$ cat src/rtl/regfile_arb_pkg.sv
// Shared types and constants for the register-file write arbiter.
package regfile_arb_pkg;

  typedef enum logic {S_INIT, S_RUN} arb_state_t;

  localparam int unsigned NUM_REGS = 32;
  localparam int unsigned LAST_REG = NUM_REGS - 1;

  // Index width for an N-entry one-hot vector (at least one bit).
  function automatic int unsigned idx_width(input int unsigned n);
    return (n > 1) ? $clog2(n) : 1;
  endfunction

endpackage

$ cat src/rtl/regfile_write_arbiter_rr.sv
// Rotate-priority round-robin pick: the search starts one past the last winner.
module rr_arbiter
  import regfile_arb_pkg::*;
#(
  parameter int unsigned N     = 2,
  parameter int unsigned IDX_W = idx_width(N)
) (
  input  logic [N-1:0]     req,
  input  logic [IDX_W-1:0] ptr,
  output logic [N-1:0]     gnt,
  output logic [IDX_W-1:0] gnt_idx
);

  logic             found;
  logic [IDX_W-1:0] pos;

  // Scan ptr+1 .. ptr+N (mod N); first requester found wins.
  always_comb begin
    gnt     = '0;
    gnt_idx = '0;
    found   = 1'b0;
    pos     = '0;
    for (int unsigned k = 1; k <= N; k++) begin
      pos = IDX_W'((32'(ptr) + k) % N);
      if (!found && req[pos]) begin
        found     = 1'b1;
        gnt[pos]  = 1'b1;
        gnt_idx   = pos;
      end
    end
  end

endmodule

$ cat src/rtl/regfile_write_arbiter.sv
// Owns the register-file write port: zero-sweeps x1..x31 after reset, then
// shares the port among N_REQ writeback requesters in round-robin order.
module regfile_write_arbiter
  import regfile_arb_pkg::*;
#(
  parameter int unsigned N_REQ      = 2,
  parameter int unsigned XLEN       = 32,
  parameter int unsigned RA_W       = 5,
  parameter bit          INIT_CLEAR = 1'b1
) (
  input  logic                    clk,
  input  logic                    reset,
  input  logic [N_REQ-1:0]        req_valid,
  input  logic [N_REQ*RA_W-1:0]   req_addr,
  input  logic [N_REQ*XLEN-1:0]   req_data,
  output logic [N_REQ-1:0]        req_ready,
  input  logic [2*RA_W-1:0]       chk_addr,
  output logic [1:0]              chk_hazard,
  output logic                    rf_we3,
  output logic [RA_W-1:0]         rf_a3,
  output logic [XLEN-1:0]         rf_wd3,
  output logic                    init_done
);

  localparam int unsigned     IDX_W       = idx_width(N_REQ);
  localparam arb_state_t      RESET_STATE = INIT_CLEAR ? S_INIT : S_RUN;
  localparam logic [RA_W-1:0] LAST_ADDR   = RA_W'(LAST_REG);

  arb_state_t       state;
  logic [RA_W-1:0]  sweep_ctr;
  logic [IDX_W-1:0] rr_ptr;
  logic             run;
  logic [N_REQ-1:0] req_masked;
  logic [N_REQ-1:0] gnt;
  logic [IDX_W-1:0] gnt_idx;
  logic             any_gnt;
  logic [RA_W-1:0]  sel_addr;
  logic [XLEN-1:0]  sel_data;

  assign run        = (state == S_RUN);
  assign req_masked = req_valid & {N_REQ{run}};
  assign any_gnt    = |gnt;
  assign req_ready  = gnt;

  rr_arbiter #(
    .N     (N_REQ),
    .IDX_W (IDX_W)
  ) u_rr (
    .req     (req_masked),
    .ptr     (rr_ptr),
    .gnt     (gnt),
    .gnt_idx (gnt_idx)
  );

  // One-hot mux of the winning requester's address and data.
  always_comb begin
    sel_addr = '0;
    sel_data = '0;
    for (int unsigned i = 0; i < N_REQ; i++) begin
      if (gnt[i]) begin
        sel_addr = sel_addr | req_addr[i*RA_W +: RA_W];
        sel_data = sel_data | req_data[i*XLEN +: XLEN];
      end
    end
  end

  // Read-after-write hazard: decoded source matches the write on the port now.
  always_comb begin
    chk_hazard = '0;
    for (int unsigned j = 0; j < 2; j++) begin
      chk_hazard[j] = run && rf_we3 && (rf_a3 != '0) &&
                      (rf_a3 == chk_addr[j*RA_W +: RA_W]);
    end
  end

  // Sweep/run FSM with registered write-port outputs.
  always_ff @(posedge clk or posedge reset) begin
    if (reset) begin
      state     <= RESET_STATE;
      sweep_ctr <= RA_W'(1);
      rr_ptr    <= IDX_W'(N_REQ - 1);
      rf_we3    <= 1'b0;
      rf_a3     <= '0;
      rf_wd3    <= '0;
      init_done <= 1'b0;
    end else begin
      case (state)
        S_INIT: begin
          // The cycle after x31 is presented ends the sweep.
          if (rf_we3 && (rf_a3 == LAST_ADDR)) begin
            state     <= S_RUN;
            rf_we3    <= 1'b0;
            init_done <= 1'b1;
          end else begin
            rf_we3    <= 1'b1;
            rf_a3     <= sweep_ctr;
            rf_wd3    <= '0;
            sweep_ctr <= sweep_ctr + RA_W'(1);
          end
        end
        S_RUN: begin
          init_done <= 1'b1;
          if (any_gnt) begin
            rr_ptr <= gnt_idx;
            // x0 requests are consumed but never reach the register file.
            if (sel_addr != '0) begin
              rf_we3 <= 1'b1;
              rf_a3  <= sel_addr;
              rf_wd3 <= sel_data;
            end else begin
              rf_we3 <= 1'b0;
            end
          end else begin
            rf_we3 <= 1'b0;
          end
        end
        default: state <= RESET_STATE;
      endcase
    end
  end

endmodule

$ cat config.mk
export PLATFORM = sky130hd
export DESIGN_NAME = regfile_write_arbiter
export DESIGN_NICKNAME = d
export VERILOG_FILES = /design/src/rtl/regfile_arb_pkg.sv /design/src/rtl/regfile_write_arbiter_rr.sv /design/src/rtl/regfile_write_arbiter.sv
export SDC_FILE = /design/constraint.sdc
export NUM_CORES = 1
export LEC_CHECK = 0
export CORE_ASPECT_RATIO = 0.6
export CORE_UTILIZATION = 35
export CTS_CLUSTER_SIZE = 10
export DETAILED_ROUTE_END_ITERATION = 16
export HOLD_SLACK_MARGIN = 0.03
export PLACE_DENSITY = 0.73
export REMOVE_ABC_BUFFERS = 1
export SLEW_MARGIN = 20
export SYNTH_ARGS = -nofsm -noshare
export SYNTH_HDL_FRONTEND = slang
export SYNTH_SLANG_ARGS = --single-unit
$ cat constraint.sdc
create_clock -name clk -period 1.7 [get_ports clk]
set_input_delay 0.425 -clock clk [delete_from_list [all_inputs] [get_ports clk]]
set_output_delay 0.425 -clock clk [all_outputs]
set_load 0.01 [all_outputs]
==> results.txt <==
----------------------------------------------------
[Critical path]
  Kind of start point of the critical path ... flop
  Highest fanout seen on the critical path ... 2
  Largest stage delay on the critical path ... 0.54 ns
  Crit Path Category ... reg -> out
  CP endpoint kind ... output port
  Worst path cell trace ... or4_1, o211ai_1, nor4_1, buf_2
  Data arrival time of the critical path ... 1.67 ns
  Stages on worst setup path ... 4
  Worst Reg2Reg Path Length in Cells ... 7
  CP top delay family ... simple AND/OR/NAND/NOR gates
  Required time of the critical path ... 1.27 ns
  Slowest cell on crit path ... or4_1
  Buffer and inverter count on the worst path ... 1

[Synth]
  Area of the mapped netlist ... 2440 µm²
  Post-synthesis sequential element count ... 46
  Total number of yosys warnings ... 0
  Number of enable flip-flop cells after synthesis ... 0
  Most used flip-flop cell after synthesis ... dfrtp_1
  Unique cell type count in the Yosys netlist ... 36
  Proportion of register bits with asynchronous set or reset after synthesis ... 100.0%
  Number of standard cells after synthesis ... 230
  Post-synthesis area per instance ... 10.61 µm²
  Sequential-to-total area share from yosys stat ... 47.28%

[Finish]
  Fillcell total ... 555
  Non-filler instance count after layout ... 471
  Layout cell share with drive strength beyond 1 ... 18.75%
  Total inserted antenna cells ... 0
  Final cell area excluding filler cells ... 4283 µm²
  Most common cell after layout, fill and taps aside ... clkdlybuf4s50_1
  Leading cell types in the layout, fill and taps excluded ... clkdlybuf4s50_1, nand2_1, dfrtp_1, a22oi_1, mux2i_1
  Number of nets at the end of the flow ... 472
  Area growth syn-to-layout ... 75.54%

[Placed design]
  Area after DPL ... 3961 µm²
  HPWL Detailed ... 5307 µm
  Count of buffers inserted at the top-level ports ... 130
  Worst slack at placement ... -0.7052 ns
  GP Congestion ... 0.8010
  Placed Instances ... 456

[STA]
  Remaining max-slew budget at the tightest pin ... 77.68%
  Setup TNS after final layout ... -6.767 ns
  Fin. max-slew vios ... 0
  Maximum clock rate ... 477.4 MHz
  Setup clock skew after layout ... 0.008528 ns
  Post-route worst setup slack ... -0.3948 ns
  Final critical-path share of the clock period ... 123.2%
  Unrepaired setup endpoints after global routing ... true
  Number of setup violations in the final report ... 38
  Worst Tran Pin Value ... 0.3348 ns
  Number of failing hold endpoints at the final stage ... 0
  Final min period ... 2.095 ns

[Clocking]
  Largest buffer count on any clock path ... 2
  Clock Sink Count ... 46
  TritonCTS clock tree ... built
  Clock Pin Slew Worst Setup and Hold Paths ... 0.06 ns
  Hold buffer count at CTS ... 0
  Total CTS buffers ... 5
  Clk root buf ... clkbuf_16
  Number of H-tree levels ... 2
  Clock latency on the worst-skew pair ... 0.28 ns

[Hold path]
  Min-Delay Path Depth ... 1
  Min-Delay Path Class ... reg -> reg

[Status]
  Result of the run ... finished with violations
  Failing checks ... negative setup slack

[Drt]
  Antenna violation net count after detailed routing ... 0
  Violation count after the first detailed-route iteration ... 84
  Drt via density ... 5.013
  Routed length per placed instance ... 15.83 µm
  Routed vias ... 2361
  DRC errors left ... 0
  Final wirelength ... 7456 µm
  TritonRoute pass-1 iters ... 4

[Die]
  Number of I/O pins ... 131
  Count of standard-cell rows ... 23
  Die span in x ... 109.8 µm
  CORE AREA ... 6705 µm²
  Vert. Die Dim ... 66.68 µm
  Initial cell density of the core ... 36.39%
  Die footprint ... 7320 µm²

[Job]
  Maxcap violations ... 0

[Global routing]
  Global-route usage over all layers ... 21.14%
  Antenna violations before repair ... 0
  Maximum number of pins on one net before global-route repair ... 47
  GRT overflow ... 0
  Vias in the first global route ... 2368
  First-pass GRT wire length ... 11470 µm

[Power and ir drop]
  Switching component of the power ... 0.9672 mW
  Clock group share of total power ... 27.7%
  Total power after layout ... 3.509 mW
  Pwr per Cell Area ... 819.4 nW/µm²
  Combinational fraction of design power ... 34.6%
  Internal power consumption ... 2.542 mW
  Standby leakage power ... 1.830 nW
  Sequential share of power ... 37.7%
  Largest voltage drop on the vdd net ... 0.3809 mV
  Switching part of the total power ... 27.56%

----------------------------------------------------
## layer usage
| metal | GRT usage (%) | share of wire (%) |
|---|---|---|
| met1 | 29.13 | 47 |
| met2 | 32.58 | 43 |
| met3 | 6.654 | 9.1 |
| met4 | 4.000 | 0.90 |
| met5 | 0 | 0 |
## cell type report
cell class	count	area [µm²]	share of cell area, %
clock inverter	2	12.51	0.2921
clock buffer	6	138.9	3.243
tap	87	108.9	2.542
inverter	4	15.01	0.3506
sequential	46	1156	26.99
timing repair buffer	163	1633	38.12
multi-input combinational	163	1219	28.45
## repair_timing
item	4_1_cts	5_1_grt
pin swaps	13	10
endpoints found under the setup margin	48	43
gates cloned	3	0
gates resized for setup	38	17
buffers inserted	4	3
## logic make-up after synthesis
| group | synth area share (%) |
|---|---|
| simple gates | 12.51 |
| compound gates | 16.26 |
| flops | 47.28 |
| mux | 13.13 |
| buf+inv | 5.641 |
| xor+xnor | 4.667 |
| fa+ha+maj | 0.5127 |
## cells in the mapped netlist, types with 3 or more instances
cell type	count	area [µm²]
nand2_1	47	176.4
and2_1	3	18.77
mux2i_1	32	320.3
clkbuf_1	11	41.29
nand4_1	4	25.02
buf_12	3	60.06
xor2_1	4	35.03
inv_1	3	11.26
a32o_2	5	56.30
nand3_1	3	15.01
a22oi_1	33	247.7
xnor2_1	9	78.83
dfrtp_1	44	1101
## stage by stage
step | hold WS (ns) | utilization (%)
2_1_floorplan | 0.4454 | -
3_3_place_gp | 0.4511 | 59.08
3_5_place_dp | 0.4617 | 59.08
4_1_cts | 0.4756 | 63.11
5_1_grt | 0.5007 | 63.87
6_report | 0.4686 | 63.87
## power by group through the flow
stage          Clock, mW  Combinational, mW  Sequential, mW
6_report           0.972               1.21            1.32
5_1_grt             1.06               1.31            1.34
4_1_cts             1.01               1.20            1.32
3_5_place_dp           0               1.13            1.34
3_3_place_gp           0               1.11            1.33
2_1_floorplan          0              0.371            1.40
## state kept, by name, summed over array words and instances, names as in the netlist
register	count
init_done	1
rf_a3	5
rf_wd3	32
rf_we3	1
rr_ptr	1
run	1
sweep_ctr	5
## worst register-to-register path, cell delays in order (launching register included)
cell and delay (ns):
dfstp_2 0.39, buf_6 0.11, nand2b_4 0.15, a32o_2 0.29, o21ai_2 0.16, and3_4 0.34
buf_12 0.18, mux2i_2 0.21
## path summary, 6_finish.rpt
kind | startpoint | end | slack (ns)
max in group asynchronous | reset | rr_ptr | 0.93
min in group asynchronous | reset | rf_wd3[16] | 0.49
min reg2reg | init_done | init_done | 0.47
max | rf_a3[2] | chk_hazard[1] | -0.39
min | init_done | init_done | 0.47
max reg2reg | rr_ptr | rf_wd3[20] | -0.22
No activity file was read; power rests on OpenSTA's default activity.
